File: config.mk
export PLATFORM = sky130hd
export DESIGN_NAME = pulse_stretcher
export DESIGN_NICKNAME = d
export VERILOG_FILES = /design/src/rtl/pulse_pkg.sv /design/src/rtl/pulse_timer.sv /design/src/rtl/pulse_stretcher.sv
export SDC_FILE = /design/constraint.sdc
export NUM_CORES = 1
export LEC_CHECK = 0
export BUFFER_PORTS_ARGS = -buffer_cell sky130_fd_sc_hd__buf_2
export CAP_MARGIN = 10
export CORE_MARGIN = 2
export CORE_UTILIZATION = 45
export CTS_BUF_LIST = sky130_fd_sc_hd__clkbuf_2
export DETAILED_ROUTE_END_ITERATION = 12
export HOLD_SLACK_MARGIN = 0.06
export PLACE_DENSITY = 0.75
export REMOVE_ABC_BUFFERS = 1
export SYNTH_ARGS = -nofsm -noshare
export SYNTH_HDL_FRONTEND = slang
export SYNTH_SLANG_ARGS = --single-unit
File: constraint.sdc
create_clock -name clk -period 2 [get_ports clk]
set_input_delay 0 -clock clk [delete_from_list [all_inputs] [get_ports clk]]
set_output_delay 0 -clock clk [all_outputs]
set_load 0.01 [all_outputs]
File: src/rtl/pulse_pkg.sv
// pulse_pkg: shared FSM encoding and counter sizing for pulse_stretcher
package pulse_pkg;
  typedef enum logic [1:0] {IDLE = 2'b00, HIGH = 2'b01, LOW = 2'b10} state_t;
  function automatic int cnt_w(input int h, input int l);
    int m;
    m = (h > l) ? h : l;
    return (m > 1) ? $clog2(m) : 1;
  endfunction
endpackage

File: src/rtl/pulse_timer.sv
// pulse_timer: loadable up-counter with done flag at a runtime terminal value
//   clk, rst_n : clock, async active-low reset
//   load       : restart count at 0 on the next edge
//   term       : terminal count for the current phase
//   done       : cnt == term
module pulse_timer #(
  parameter int W = 1
) (
  input  logic         clk,
  input  logic         rst_n,
  input  logic         load,
  input  logic [W-1:0] term,
  output logic         done
);
  logic [W-1:0] cnt;
  always_ff @(posedge clk or negedge rst_n)
    if (!rst_n) cnt <= '0;
    else cnt <= load ? '0 : cnt + 1'b1;
  assign done = cnt == term;
endmodule

File: src/rtl/pulse_stretcher.sv
// pulse_stretcher: turns single-cycle strobes into pulses with min high/low time
//   clk, rst_n : clock, async active-low reset
//   strobe     : single-cycle event request
//   clr_ovf    : clears sticky overflow (a same-cycle set wins)
//   out_level  : registered stretched pulse
//   busy       : registered, high while not IDLE
//   pending    : queued strobes (saturating)
//   overflow   : sticky, set when a strobe is dropped
module pulse_stretcher
  import pulse_pkg::*;
#(
  parameter int HIGH_CYCLES = 50000,
  parameter int LOW_CYCLES  = 50000,
  parameter int PEND_W      = 4
) (
  input  logic              clk,
  input  logic              rst_n,
  input  logic              strobe,
  input  logic              clr_ovf,
  output logic              out_level,
  output logic              busy,
  output logic [PEND_W-1:0] pending,
  output logic              overflow
);
  localparam int CW = cnt_w(HIGH_CYCLES, LOW_CYCLES);
  if (HIGH_CYCLES < 1 || LOW_CYCLES < 1 || PEND_W < 1) begin : g_bad_params
    $error("pulse_stretcher: HIGH_CYCLES, LOW_CYCLES and PEND_W must all be >= 1");
  end
  state_t        state, state_next;
  logic [CW-1:0] term;
  logic          done, load, last_low, deq, enq, full;
  assign term = (state == HIGH) ? CW'(HIGH_CYCLES - 1) : CW'(LOW_CYCLES - 1);
  // Counter restarts on every state change and is parked at 0 while idle.
  assign load = (state_next != state) || (state == IDLE);
  pulse_timer #(.W(CW)) u_timer (
    .clk  (clk),
    .rst_n(rst_n),
    .load (load),
    .term (term),
    .done (done)
  );
  always_ff @(posedge clk or negedge rst_n)
    if (!rst_n) state <= IDLE;
    else state <= state_next;
  always_comb begin
    state_next = IDLE;
    case (state)
      IDLE:    state_next = strobe ? HIGH : IDLE;
      HIGH:    state_next = done ? LOW : HIGH;
      LOW:     state_next = !done ? LOW : (pending != '0 || strobe) ? HIGH : IDLE;
      default: state_next = IDLE;
    endcase
  end
  // A strobe on the last LOW cycle with nothing queued starts the next pulse
  // directly; any other strobe while busy goes into the pending queue.
  always_comb begin
    last_low = (state == LOW) && done;
    deq      = last_low && (pending != '0);
    enq      = strobe && (state == HIGH || state == LOW) && !(last_low && pending == '0);
    full     = &pending;
  end
  always_ff @(posedge clk or negedge rst_n)
    if (!rst_n) begin
      out_level <= 1'b0;
      busy      <= 1'b0;
      pending   <= '0;
      overflow  <= 1'b0;
    end else begin
      out_level <= state_next == HIGH;
      busy      <= state_next != IDLE;
      pending   <= (deq && !enq) ? pending - 1'b1 : (enq && !deq && !full) ? pending + 1'b1 : pending;
      overflow  <= (enq && !deq && full) ? 1'b1 : clr_ovf ? 1'b0 : overflow;
    end
endmodule

=== Word level (Yosys, flattened, before mapping) ===
Index checks and enable logic that the tools add are counted.

* Multiplexer cells: 10
* $add $sub $neg: 3
* Equal/unequal tests: 5
* Reductions and logical operators: 23

{| class="wikitable"
|+ Operator list
! kind !! number
|-
| $add A16 B1 Y16 const B || 1
|-
| $eq A16 B16 Y1 const B || 1
|-
| $mux W16 || 1
|-
| $logic_and A1 B1 Y1 || 9
|-
| $mux W4 || 2
|-
| $pmux W2 S3 || 1
|-
| $reduce_bool A2 Y1 || 3
|-
| $add A4 B1 Y4 const B || 1
|-
| $eq A2 B1 Y1 const B || 2
|-
| $logic_not A1 Y1 || 4
|-
| $logic_not A4 Y1 || 1
|-
| $mux W1 || 4
|-
| $mux W2 || 2
|-
| $reduce_and A4 Y1 || 1
|-
| $reduce_bool A4 Y1 || 1
|-
| $sub A4 B1 Y4 const B || 1
|-
| $logic_or A1 B1 Y1 || 3
|-
| $eq A2 B2 Y1 const B || 1
|-
| $logic_not A2 Y1 || 1
|-
| $ne A2 B2 Y1 || 1
|}

* Word-level logic and storage cells: 47
* Register bits: 25
* Bits of input ports: 4

=== Logic depth before layout (Yosys ltp) ===
Gate-level depths: netlist (run 1).

* Depth after elaboration: 9
* Mapped depth: 9

=== Modules after synthesis ===
A second synthesis (run 1) with hierarchy kept.

* Cell total of the unflattened synthesis: 157
* Area, all modules: 1562.7 um^2

{| class="wikitable"
|+ By module, submodules not included
! module !! cells each !! area an instance (um^2) !! instances
|-
| pulse_timer || 102 || 1021.0 || 1
|-
| pulse_stretcher || 55 || 541.8 || 1
|}

=== Worst setup path after synthesis (run 1) ===
No wires, ideal clock.

* Kind: reg-to-reg
* Start point: register pending[0]
* End point: register u_timer.cnt[10]
* Data required time: 1.889 ns
* Buffers on the path: 2
* Path slack: -0.186 ns
* Cell stages (with the launch flop): 8
* Setup time: 0.111 ns
* Data arrival time: 2.075 ns
* Cell sequence: dfrtp_1 > or4_4 > nand3b_2 > mux2i_2 > or3_1 > buf_6 > buf_12 > a2111oi_2

* Longest elaborated chain between the ends: 8

{| class="wikitable"
|+ Ends and longest elaborated chain
! element !! line !! source
|-
| from (decl) || pulse_stretcher.sv:22 || <nowiki>output logic [PEND_W-1:0] pending,</nowiki>
|-
| from (signal assigned) || pulse_stretcher.sv:71 || <nowiki>pending <= (deq && !enq) ? pending - 1'b1 : (enq && !deq && !full) ? pending + 1'b1 : pending;</nowiki>
|-
| $reduce_bool A4 Y1 || pulse_stretcher.sv:50 || <nowiki>LOW: state_next = !done ? LOW : (pending != '0 || strobe) ? HIGH : IDLE;</nowiki>
|-
| $logic_or A1 B1 Y1 || pulse_stretcher.sv:50 ||
|-
| $mux W1 || pulse_stretcher.sv:50 ||
|-
| $mux W2 || pulse_stretcher.sv:50 ||
|-
| $pmux W2 S3 || pulse_stretcher.sv:47 || <nowiki>case (state)</nowiki>
|-
| $ne A2 B2 Y1 || pulse_stretcher.sv:34 || <nowiki>assign load = (state_next != state) || (state == IDLE);</nowiki>
|-
| $logic_or A1 B1 Y1 || pulse_stretcher.sv:34 ||
|-
| $mux W16 || pulse_timer.sv:18 || <nowiki>else cnt <= load ? '0 : cnt + 1'b1;</nowiki>
|-
| to (signal assigned) || pulse_timer.sv:18 ||
|-
| to (decl) || pulse_timer.sv:15 || <nowiki>logic [W-1:0] cnt;</nowiki>
|}

Every way passes these cells.
A chain may end at the register's enable or synchronous reset.

=== Worst setup path in the final report (run 1) ===
* Start point: register state[0]
* End point: register u_timer.cnt[14]

* Longest elaborated chain between the ends: 5
* Elaborated cells on any way between the ends: 7
* Classes of those cells: 3 x eq/ne; 2 x mux; 2 x reduce/logical

{| class="wikitable"
|+ Ends and longest elaborated chain
! element !! line !! source
|-
| from (decl) || pulse_stretcher.sv:29 || <nowiki>state_t state, state_next;</nowiki>
|-
| from (signal assigned) || pulse_stretcher.sv:44 || <nowiki>else state <= state_next;</nowiki>
|-
| $eq A2 B2 Y1, or another cell as far along || pulse_stretcher.sv:47 ||
|-
| $pmux W2 S3 || pulse_stretcher.sv:47 ||
|-
| $ne A2 B2 Y1 || pulse_stretcher.sv:34 ||
|-
| $logic_or A1 B1 Y1 (*) || pulse_stretcher.sv:34 ||
|-
| $mux W16 (*) || pulse_timer.sv:18 ||
|}

Mark *: on every way between the ends. The rest lies on a longest branch, timed or not.

==> results of run 1 <==
[worst reg2reg max path: stages, from the launching register on]
cell and delay [ns]:
dfrtp_1 0.42, inv_1 0.07, ha_1 0.22, and4_1 0.22
nand4_1 0.14, a21oi_2 0.10, or3_4 0.42, buf_12 0.18
a2111oi_4 0.40
[timing repair]
item | 4_1_cts | 5_1_grt
hold endpoints to repair | 27 | 0
pin swaps | 6 | 13
buffers inserted | 3 | 4
hold buffers | 3 | 0
setup endpoints to repair | 18 | 19
gates resized for setup | 33 | 15
[routing by layer]
metal	GRT usage [%]	part of all wire (%)
met3	3.60	3.3
met4	8.33	4.4
met2	39.5	54
met5	0	0
met1	25.0	38
[power by group through the flow]
stage	clock network, mW	registers [mW]	logic (mW)
floorplan	0	0.708	0.211
global placement	0	0.636	0.516
detailed placement	0	0.641	0.547
CTS	0.208	0.634	0.661
global route	0.237	0.652	0.798
finish	0.206	0.642	0.748
[flip-flops by register name, indices dropped and copies added (netlist names)]
signal,flops
state,2
pending,4
out_level,1
overflow,1
u_timer.cnt,16
busy,1
[layout make-up]
class	count	area (um^2)	area share, %
timing repair buffer	61	482	20.5
inverter	8	30.0	1.28
sequential	25	626	26.6
tap	46	57.6	2.45
multi-input combinational	96	1140	48.4
clock buffer	4	20.0	0.851
[synthesized netlist by cell type]
master / count / area share (%)
nor4b_4: 1 / 1.5
or4_4: 1 / 0.72
a2111oi_4: 1 / 1.8
and2_2: 1 / 0.48
xnor2_1: 13 / 7.3
inv_1: 8 / 1.9
o21ai_1: 1 / 0.32
clkdlybuf4s50_2: 1 / 0.72
nor4_1: 2 / 0.80
nor4b_2: 1 / 0.96
nand4_1: 8 / 3.2
o31ai_1: 1 / 0.48
buf_6: 2 / 1.4
nand4_2: 1 / 0.80
o22ai_1: 1 / 0.40
buf_4: 1 / 0.48
a21oi_1: 2 / 0.64
dfrtp_1: 25 / 40
buf_12: 1 / 1.3
a2111oi_2: 9 / 8.7
or3_1: 1 / 0.40
and2_1: 1 / 0.40
nand3_1: 5 / 1.6
ha_1: 6 / 4.8
and3_2: 2 / 0.96
and4b_1: 1 / 0.64
a41oi_1: 1 / 0.56
nand3b_2: 1 / 0.72
and4_1: 2 / 1.1
nor3_1: 1 / 0.32
nor2_1: 6 / 1.4
or2b_2: 2 / 1.1
xor2_1: 5 / 2.8
a2111oi_0: 6 / 3.4
and4_2: 1 / 0.64
mux2i_2: 1 / 0.88
and3_1: 1 / 0.40
mux2i_1: 1 / 0.64
nand2_1: 6 / 1.4
mux2_2: 1 / 0.72
or2_2: 1 / 0.40
or2b_1: 1 / 0.48
[logic make-up after synthesis]
logic type                 after synthesis  share of synthesized area [%]
buffers and inverters                   13                           5.86
AOI/OAI and AO/OA                       22                           16.2
xor gates and xnor gates                18                           10.1
muxes                                    3                           2.25
and+or+nand+nor                         47                           20.6
adders and majority gates                6                           4.82
DFF                                     25                           40.1
[metrics by stage]
stage | power [mW] | setup slack, ns | util (%) | setup TNS, ns
final | 1.60 | -0.259 | 70.5 | -3.15
after global routing | 1.69 | -0.354 | 70.5 | -4.67
after global placement | 1.15 | -0.105 | 57.7 | -1.29
after floorplan | 0.919 | -0.517 | - | -7.50
after CTS | 1.50 | -0.149 | 65.8 | -2.46
after detailed placement | 1.19 | -0.271 | 57.7 | -2.56
[worst min path at each step]
stage / start / endpoint / slack, ns
CTS: rst_n / busy / 0.15
floorplan: rst_n / busy / -0.30
global route: rst_n / busy / 0.16
finish: rst_n / state[0] / 0.14
global placement: rst_n / busy / 0.02
detailed placement: rst_n / busy / 0.02
==> flow_summary.json, run 1 <==
{
  "fin_area_mm2": 0.00235,
  "yosysWarnings": 0,
  "ctsRootBufferMaster": "clkbuf_2",
  "drc": 0,
  "io_pins": 11,
  "path_depth": 8,
  "clkSinkCount": 25,
  "netlist_area_mm2": 0.00156,
  "diodes": 0,
  "yosys_register_bits": 25,
  "dp_cells": 226,
  "syn_avg_cell_area_um2": 11.6,
  "cp_top_family": "simple AND/OR/NAND/NOR gates",
  "final_cell_mix": "buf_4 (44), dfrtp_1 (25), a2111oi_4 (16), xnor2_1 (12), buf_2 (10)",
  "via_count": 1372,
  "timing.rr.end": "u_timer.cnt[14]",
  "timing.hold.ws_ns": 0.135,
  "required_ns": 2.26,
  "start_util_pct": 46.7,
  "pwr-share-comb_pct": 46.9,
  "finalCritPeriodShare_pct": 113,
  "seq_area_frac_synth_pct": 40.1,
  "antenna_found_initial": 0,
  "clock_skew_ns": 0.0149,
  "critPathCapture": "u_timer.cnt[14]",
  "fin_cells": 240,
  "crit_start": "state[0]",
  "r2r-start": "state[0]",
  "layout-drive-gt1-share_pct": 52.1,
  "rsz0062_at_grt": "true",
  "fp.dieW_um": 62.9,
  "placed_area_mm2": 0.00193,
  "seqPwrFrac_pct": 40.2,
  "maxSlewViolCount": 0,
  "layout_commonest_cell": "buf_4",
  "ir_drop_uv": 424,
  "clk_pin_slew_ns": 0.24,
  "holdCritPathClass": "in -> async",
  "area_growth_pct": 51.0,
  "grt_pass1_wl_um": 6700,
  "cts_buffer_depth": 2,
  "grtUsageTotal_pct": 21.7,
  "nets": 205,
  "worstMarginPinSlew_ns": 0.565,
  "initialDrtViolationCount": 61,
  "max_cap_violations": 0,
  "crit_path_top_delay_cell": "dfrtp_1",
  "setup_violations": 18,
  "rows": 21,
  "power_frac_clock_pct": 12.9,
  "die_y_um": 62.9,
  "worst_slack_ns": -0.259,
  "synthCells": 134,
  "core-area_mm2": 0.00334,
  "nFillCells": 234,
  "cts-buffers-inserted": 3,
  "outcome": "complete, but fails checks",
  "sw_frac_of_total_pct": 37.0,
  "r2r_cells": 8,
  "crit_type": "reg -> reg",
  "crit_chain": "inv_1 -> ha_1 -> and4_1 -> nand4_1 -> a21oi_2 -> or3_4 -> buf_12 -> a2111oi_4",
  "fmax_ghz": 0.443,
  "antenna_left": 0,
  "relSlewSlack_pct": 62.3,
  "grt_pass1_vias": 1421,
  "violations": "setup timing",
  "end_kind": "flip-flop",
  "dr.pass1.iters": 7,
  "internal_power_mw": 1.00,
  "io_buffers": 10,
  "dpl.hpwl_um": 2590,
  "p_sw_uw": 591,
  "die_area_mm2": 0.00395,
  "r2r_setup_slack_ns": -0.26,
  "via_per_inst": 5.72,
  "p_leak_nw": 0.942,
  "grt_overflow": 0,
  "ys_types": 42,
  "wl_um": 4280,
  "finalHoldViolations": 0,
  "period_minus_slack_ns": 2.26,
  "wl_per_cell_um": 17.8,
  "htreeDepth": 1,
  "slowest_delay_ns": 0.42,
  "power.density_mw_per_mm2": 678,
  "crit_arrival_ns": 2.52,
  "cp_max_fo": 8,
  "path_buf_inv": 2,
  "clk_latency_ns": 0.35,
  "gp_congestion": 0.799,
  "grt_max_degree": 26,
  "cts_tree": "yes",
  "crit_path_start_kind": "flip-flop"
}
(Power assumes the default switching activity.)
==> run 2, diff against run 1 <==
CORE_ASPECT_RATIO = 0.75   (was not set)
RECOVER_POWER = 25   (was not set)
==> flow_summary.json, run 2 (same netlist as run 1, synthesis figures left out) <==
{
  "antenna_left": 0,
  "rsz0062_at_grt": "true",
  "fin_area_mm2": 0.00245,
  "holdCritPathClass": "in -> reg",
  "dr.pass1.iters": 4,
  "crit_path_start_kind": "flip-flop",
  "cp_common_cell": "buf_4",
  "grtUsageTotal_pct": 26.4,
  "grt_pass1_vias": 1501,
  "cts_buffer_depth": 2,
  "timing.hold.ws_ns": 0.114,
  "crit_chain": "nor4b_4 -> buf_4 -> nand4_1 -> a21oi_2 -> buf_4 -> o21ai_4 -> buf_12 -> a2111oi_4",
  "fp.dieW_um": 72.0,
  "layout-drive-gt1-share_pct": 56.0,
  "nets": 211,
  "via_count": 1453,
  "worst_slack_ns": -0.333,
  "clock_skew_ns": 0.0217,
  "cts-buffers-inserted": 3,
  "initialDrtViolationCount": 106,
  "placed_area_mm2": 0.00195,
  "area_growth_pct": 57.2,
  "start_util_pct": 47.1,
  "pwr-share-comb_pct": 47.8,
  "p_sw_uw": 614,
  "relSlewSlack_pct": 11.4,
  "wl_um": 5240,
  "slowest_delay_ns": 0.48,
  "grt_pass1_wl_um": 7550,
  "cp_max_fo": 8,
  "core-area_mm2": 0.00331,
  "r2r_cells": 8,
  "final_cell_mix": "buf_4 (45), dfrtp_1 (25), a2111oi_4 (16), xnor2_1 (12), buf_2 (9)",
  "violations": "setup timing",
  "crit_type": "reg -> reg",
  "setup_violations": 19,
  "via_per_inst": 6.05,
  "power.density_mw_per_mm2": 661,
  "antenna_found_initial": 0,
  "drc": 0,
  "seqPwrFrac_pct": 39.3,
  "required_ns": 2.27,
  "rows": 18,
  "maxSlewViolCount": 0,
  "clkSinkCount": 25,
  "htreeDepth": 1,
  "cts_tree": "yes",
  "ir_drop_uv": 519,
  "clk_latency_ns": 0.37,
  "die_y_um": 55.0,
  "layout_commonest_cell": "buf_4",
  "finalCritPeriodShare_pct": 117,
  "largestRegisters": "u_timer.cnt x16, pending x4, state x2",
  "end_kind": "flip-flop",
  "diodes": 0,
  "fmax_ghz": 0.429,
  "die_area_mm2": 0.00396,
  "power_frac_clock_pct": 12.9,
  "max_cap_violations": 0,
  "dpl.hpwl_um": 2650,
  "period_minus_slack_ns": 2.33,
  "io_pins": 11,
  "internal_power_mw": 1.01,
  "largest_reg_flops": 16,
  "io_buffers": 10,
  "worstMarginPinSlew_ns": 1.33,
  "ctsRootBufferMaster": "clkbuf_2",
  "clk_pin_slew_ns": 0.24,
  "grt_overflow": 0,
  "crit_arrival_ns": 2.60,
  "min_path_cells": 5,
  "sw_frac_of_total_pct": 37.9,
  "top_register": "u_timer.cnt",
  "crit_path_top_delay_cell": "dfrtp_1",
  "outcome": "complete, but fails checks",
  "grt_max_degree": 26,
  "gp_congestion": 0.858,
  "p_leak_nw": 0.977,
  "wl_per_cell_um": 21.9,
  "finalHoldViolations": 0
}
-- run 2: metrics by stage --
stage / power (mW) / setup slack, ns / setup TNS, ns / instances / util (%)
after floorplan: 0.919 / -0.517 / -7.50 / 129 / -
after global placement: 1.16 / -0.169 / -2.20 / 222 / 58.8
after detailed placement: 1.19 / -0.242 / -3.40 / 222 / 58.8
after CTS: 1.56 / -0.145 / -2.34 / 236 / 71.4
after global routing: 1.70 / -0.410 / -6.15 / 240 / 74.0
final: 1.62 / -0.333 / -4.90 / 240 / 74.0
-- run 2: final timing paths --
kind,startpoint,end,slack (ns)
setup / recovery,u_timer.cnt[10],u_timer.cnt[11],-0.33
hold / removal,strobe,pending[3],0.11
setup reg to reg,u_timer.cnt[10],u_timer.cnt[11],-0.33
hold reg to reg,overflow,overflow,0.58
max in group asynchronous,rst_n,u_timer.cnt[1],0.79
min in group asynchronous,rst_n,u_timer.cnt[9],0.42
-- run 2: power groups by stage --
stage	Combinational, mW	Sequential (mW)	Clock, mW
finish	0.775	0.636	0.210
global route	0.833	0.644	0.224
CTS	0.728	0.628	0.203
detailed placement	0.551	0.638	0
global placement	0.526	0.632	0
floorplan	0.211	0.708	0
-- run 2: per-layer routing --
layer | part of all wire (%) | vias to the layer above | GRT usage, %
li1 | - | 635 | -
met1 | 39 | 740 | 31.1
met2 | 52 | 62 | 48.3
met3 | 5.3 | 16 | 5.43
met4 | 3.4 | 0 | 11.3
met5 | 0 | - | 0
-- run 2: repair_timing --
action	CTS	global route
hold endpoints to repair	26	0
buffers inserted	8	4
hold buffers	2	0
pin swaps	22	12
endpoints found under the setup margin	18	21
gates cloned	1	0
resized for setup	50	9
-- run 2: worst max-delay path: cells and delay by family, from the launching register on --
family | cells | cell delay, ns
simple gates | 2 | 0.52
compound gates | 3 | 0.71
flops | 1 | 0.48
buf+inv | 3 | 0.51
-- run 2: layout make-up --
cell class / count / area, um^2
multi-input cells: 96 / 1160
fillers: 180 / 860
flip-flops and latches: 25 / 626
repair buffers: 67 / 566
well taps: 40 / 50.0
inverters: 8 / 30.0
clock buffers: 4 / 20.0
==> run 3, diff against run 2 <==
CELL_PAD_IN_SITES_DETAIL_PLACEMENT = 0   (was not set)
CELL_PAD_IN_SITES_GLOBAL_PLACEMENT = 1   (was not set)
PLACE_DENSITY = 0.87   (was 0.75)
==> flow_summary.json, run 3 (same netlist as run 1, synthesis figures left out) <==
{
  "timing.hold.ws_ns": 0.346,
  "dp_slack_ns": -0.295,
  "cp_top_family": "simple AND/OR/NAND/NOR gates",
  "final_cell_mix": "buf_4 (37), dfrtp_1 (25), a2111oi_4 (16), xnor2_1 (12), buf_2 (9)",
  "drc": 0,
  "layout-drive-gt1-share_pct": 51.6,
  "path_buf_inv": 1,
  "grt_max_degree": 26,
  "crit_path_start_kind": "flip-flop",
  "min_from": "clr_ovf",
  "maxSlewViolCount": 0,
  "fp.dieW_um": 72.0,
  "die_y_um": 55.0,
  "cts-buffers-inserted": 3,
  "slowest_delay_ns": 0.47,
  "io_pins": 11,
  "cts_buffer_depth": 2,
  "end_kind": "flip-flop",
  "wl_um": 4280,
  "grt_pass1_vias": 1305,
  "via_count": 1308,
  "setup_tns_ns": -2.18,
  "via_per_inst": 5.69,
  "r2r_cells": 6,
  "io_buffers": 10,
  "clkSinkCount": 25,
  "worstHoldEndpoint": "overflow",
  "grtUsageMet3_pct": 3.99,
  "crit_arrival_ns": 2.43,
  "worstMarginPinSlew_ns": 1.36,
  "finalCritPeriodShare_pct": 108,
  "min_path_cells": 3,
  "finalHoldViolations": 0,
  "diodes": 0,
  "grt_overflow": 0,
  "required_ns": 2.26,
  "violations": "setup timing",
  "met1_usage_pct": 30.6,
  "largestRegisters": "u_timer.cnt x16, pending x4, state x2",
  "clk_pin_slew_ns": 0.23,
  "max_cap_violations": 0,
  "crit_type": "reg -> reg",
  "start_util_pct": 47.1,
  "top_usage_layer": "met2",
  "utilization_pct": 72.0,
  "p_leak_nw": 0.930,
  "dr.pass1.iters": 4,
  "antenna_left": 0,
  "top_register": "u_timer.cnt",
  "rows": 18,
  "relSlewSlack_pct": 9.31,
  "grt_pass1_wl_um": 6710,
  "largest_reg_flops": 16,
  "wl_per_cell_um": 18.6,
  "path_depth": 6,
  "grtUsageTotal_pct": 23.5,
  "crit_path_top_delay_cell": "dfrtp_1",
  "timing.rr.end": "u_timer.cnt[6]",
  "area_growth_pct": 52.9,
  "fmax_ghz": 0.461,
  "antenna_found_initial": 0,
  "htreeDepth": 1,
  "power_mw": 1.62,
  "core-area_mm2": 0.00331,
  "layout_commonest_cell": "buf_4",
  "die_area_mm2": 0.00396,
  "grt_use_met2_pct": 41.7,
  "power.density_mw_per_mm2": 682,
  "initialDrtViolationCount": 74,
  "r2r_setup_slack_ns": -0.17,
  "outcome": "complete, but fails checks",
  "r2r-start": "u_timer.cnt[4]",
  "setup_violations": 18,
  "cp_max_fo": 8,
  "nets": 201,
  "gp_congestion": 0.832,
  "clk_latency_ns": 0.34,
  "worst_slack_ns": -0.168,
  "crit_chain": "nor4b_4 -> nand4_2 -> mux2i_2 -> or3_4 -> buf_16 -> a2111oi_4",
  "cts_tree": "yes",
  "dpl.hpwl_um": 2660,
  "clock_skew_ns": 0.00906,
  "holdCritPathClass": "in -> reg",
  "period_minus_slack_ns": 2.17,
  "ir_drop_uv": 540,
  "ctsRootBufferMaster": "clkbuf_2",
  "rsz0062_at_grt": "true"
}
run 3: worst max-delay path by stage:
stage	startpoint	end	slack, ns
floorplan	u_timer.cnt[0]	u_timer.cnt[0]	-0.52
global placement	u_timer.cnt[11]	u_timer.cnt[2]	-0.12
detailed placement	u_timer.cnt[11]	u_timer.cnt[3]	-0.30
CTS	u_timer.cnt[12]	u_timer.cnt[6]	-0.16
global route	state[0]	u_timer.cnt[7]	-0.28
finish	u_timer.cnt[4]	u_timer.cnt[6]	-0.17
run 3: stage by stage:
stage               instances  instance area [um^2]
global placement          216                  1910
detailed placement        216                  1910
finish                    230                  2380
floorplan                 129                  1500
global route              230                  2380
CTS                       229                  2330
run 3: worst min-delay path: cells and delay by family:
family / cells / cell delay [ns]
compound gates: 1 / 0.08
buf+inv: 2 / 0.60
run 3: power by group:
part | internal, mW | switching (mW) | leakage, nW
Combinational | 0.390 | 0.391 | 0.588
Clock | 0.0528 | 0.147 | 0.0166
Sequential | 0.585 | 0.0583 | 0.325
Total | 1.03 | 0.596 | 0.930
run 3: final cells by class:
class,instances,area (um^2)
inverters,8,32.5
well taps,40,50.0
fillers,197,927
multi-input cells,96,1160
clock buffers,4,20.0
flip-flops and latches,25,626
repair buffers,57,494
run 3: metal layers:
layer	up-vias	share of wire, %
met5	-	0
met2	40	51
met4	0	1.5
met1	635	44
li1	625	-
met3	8	4.5
run 3: what timing repair did:
item	CTS	global route
endpoints found under the setup margin	18	20
buffers inserted	4	1
pin swaps	26	6
gates cloned	2	0
resized for setup	42	9
hold buffers	3	0
endpoints found under the hold margin	27	0
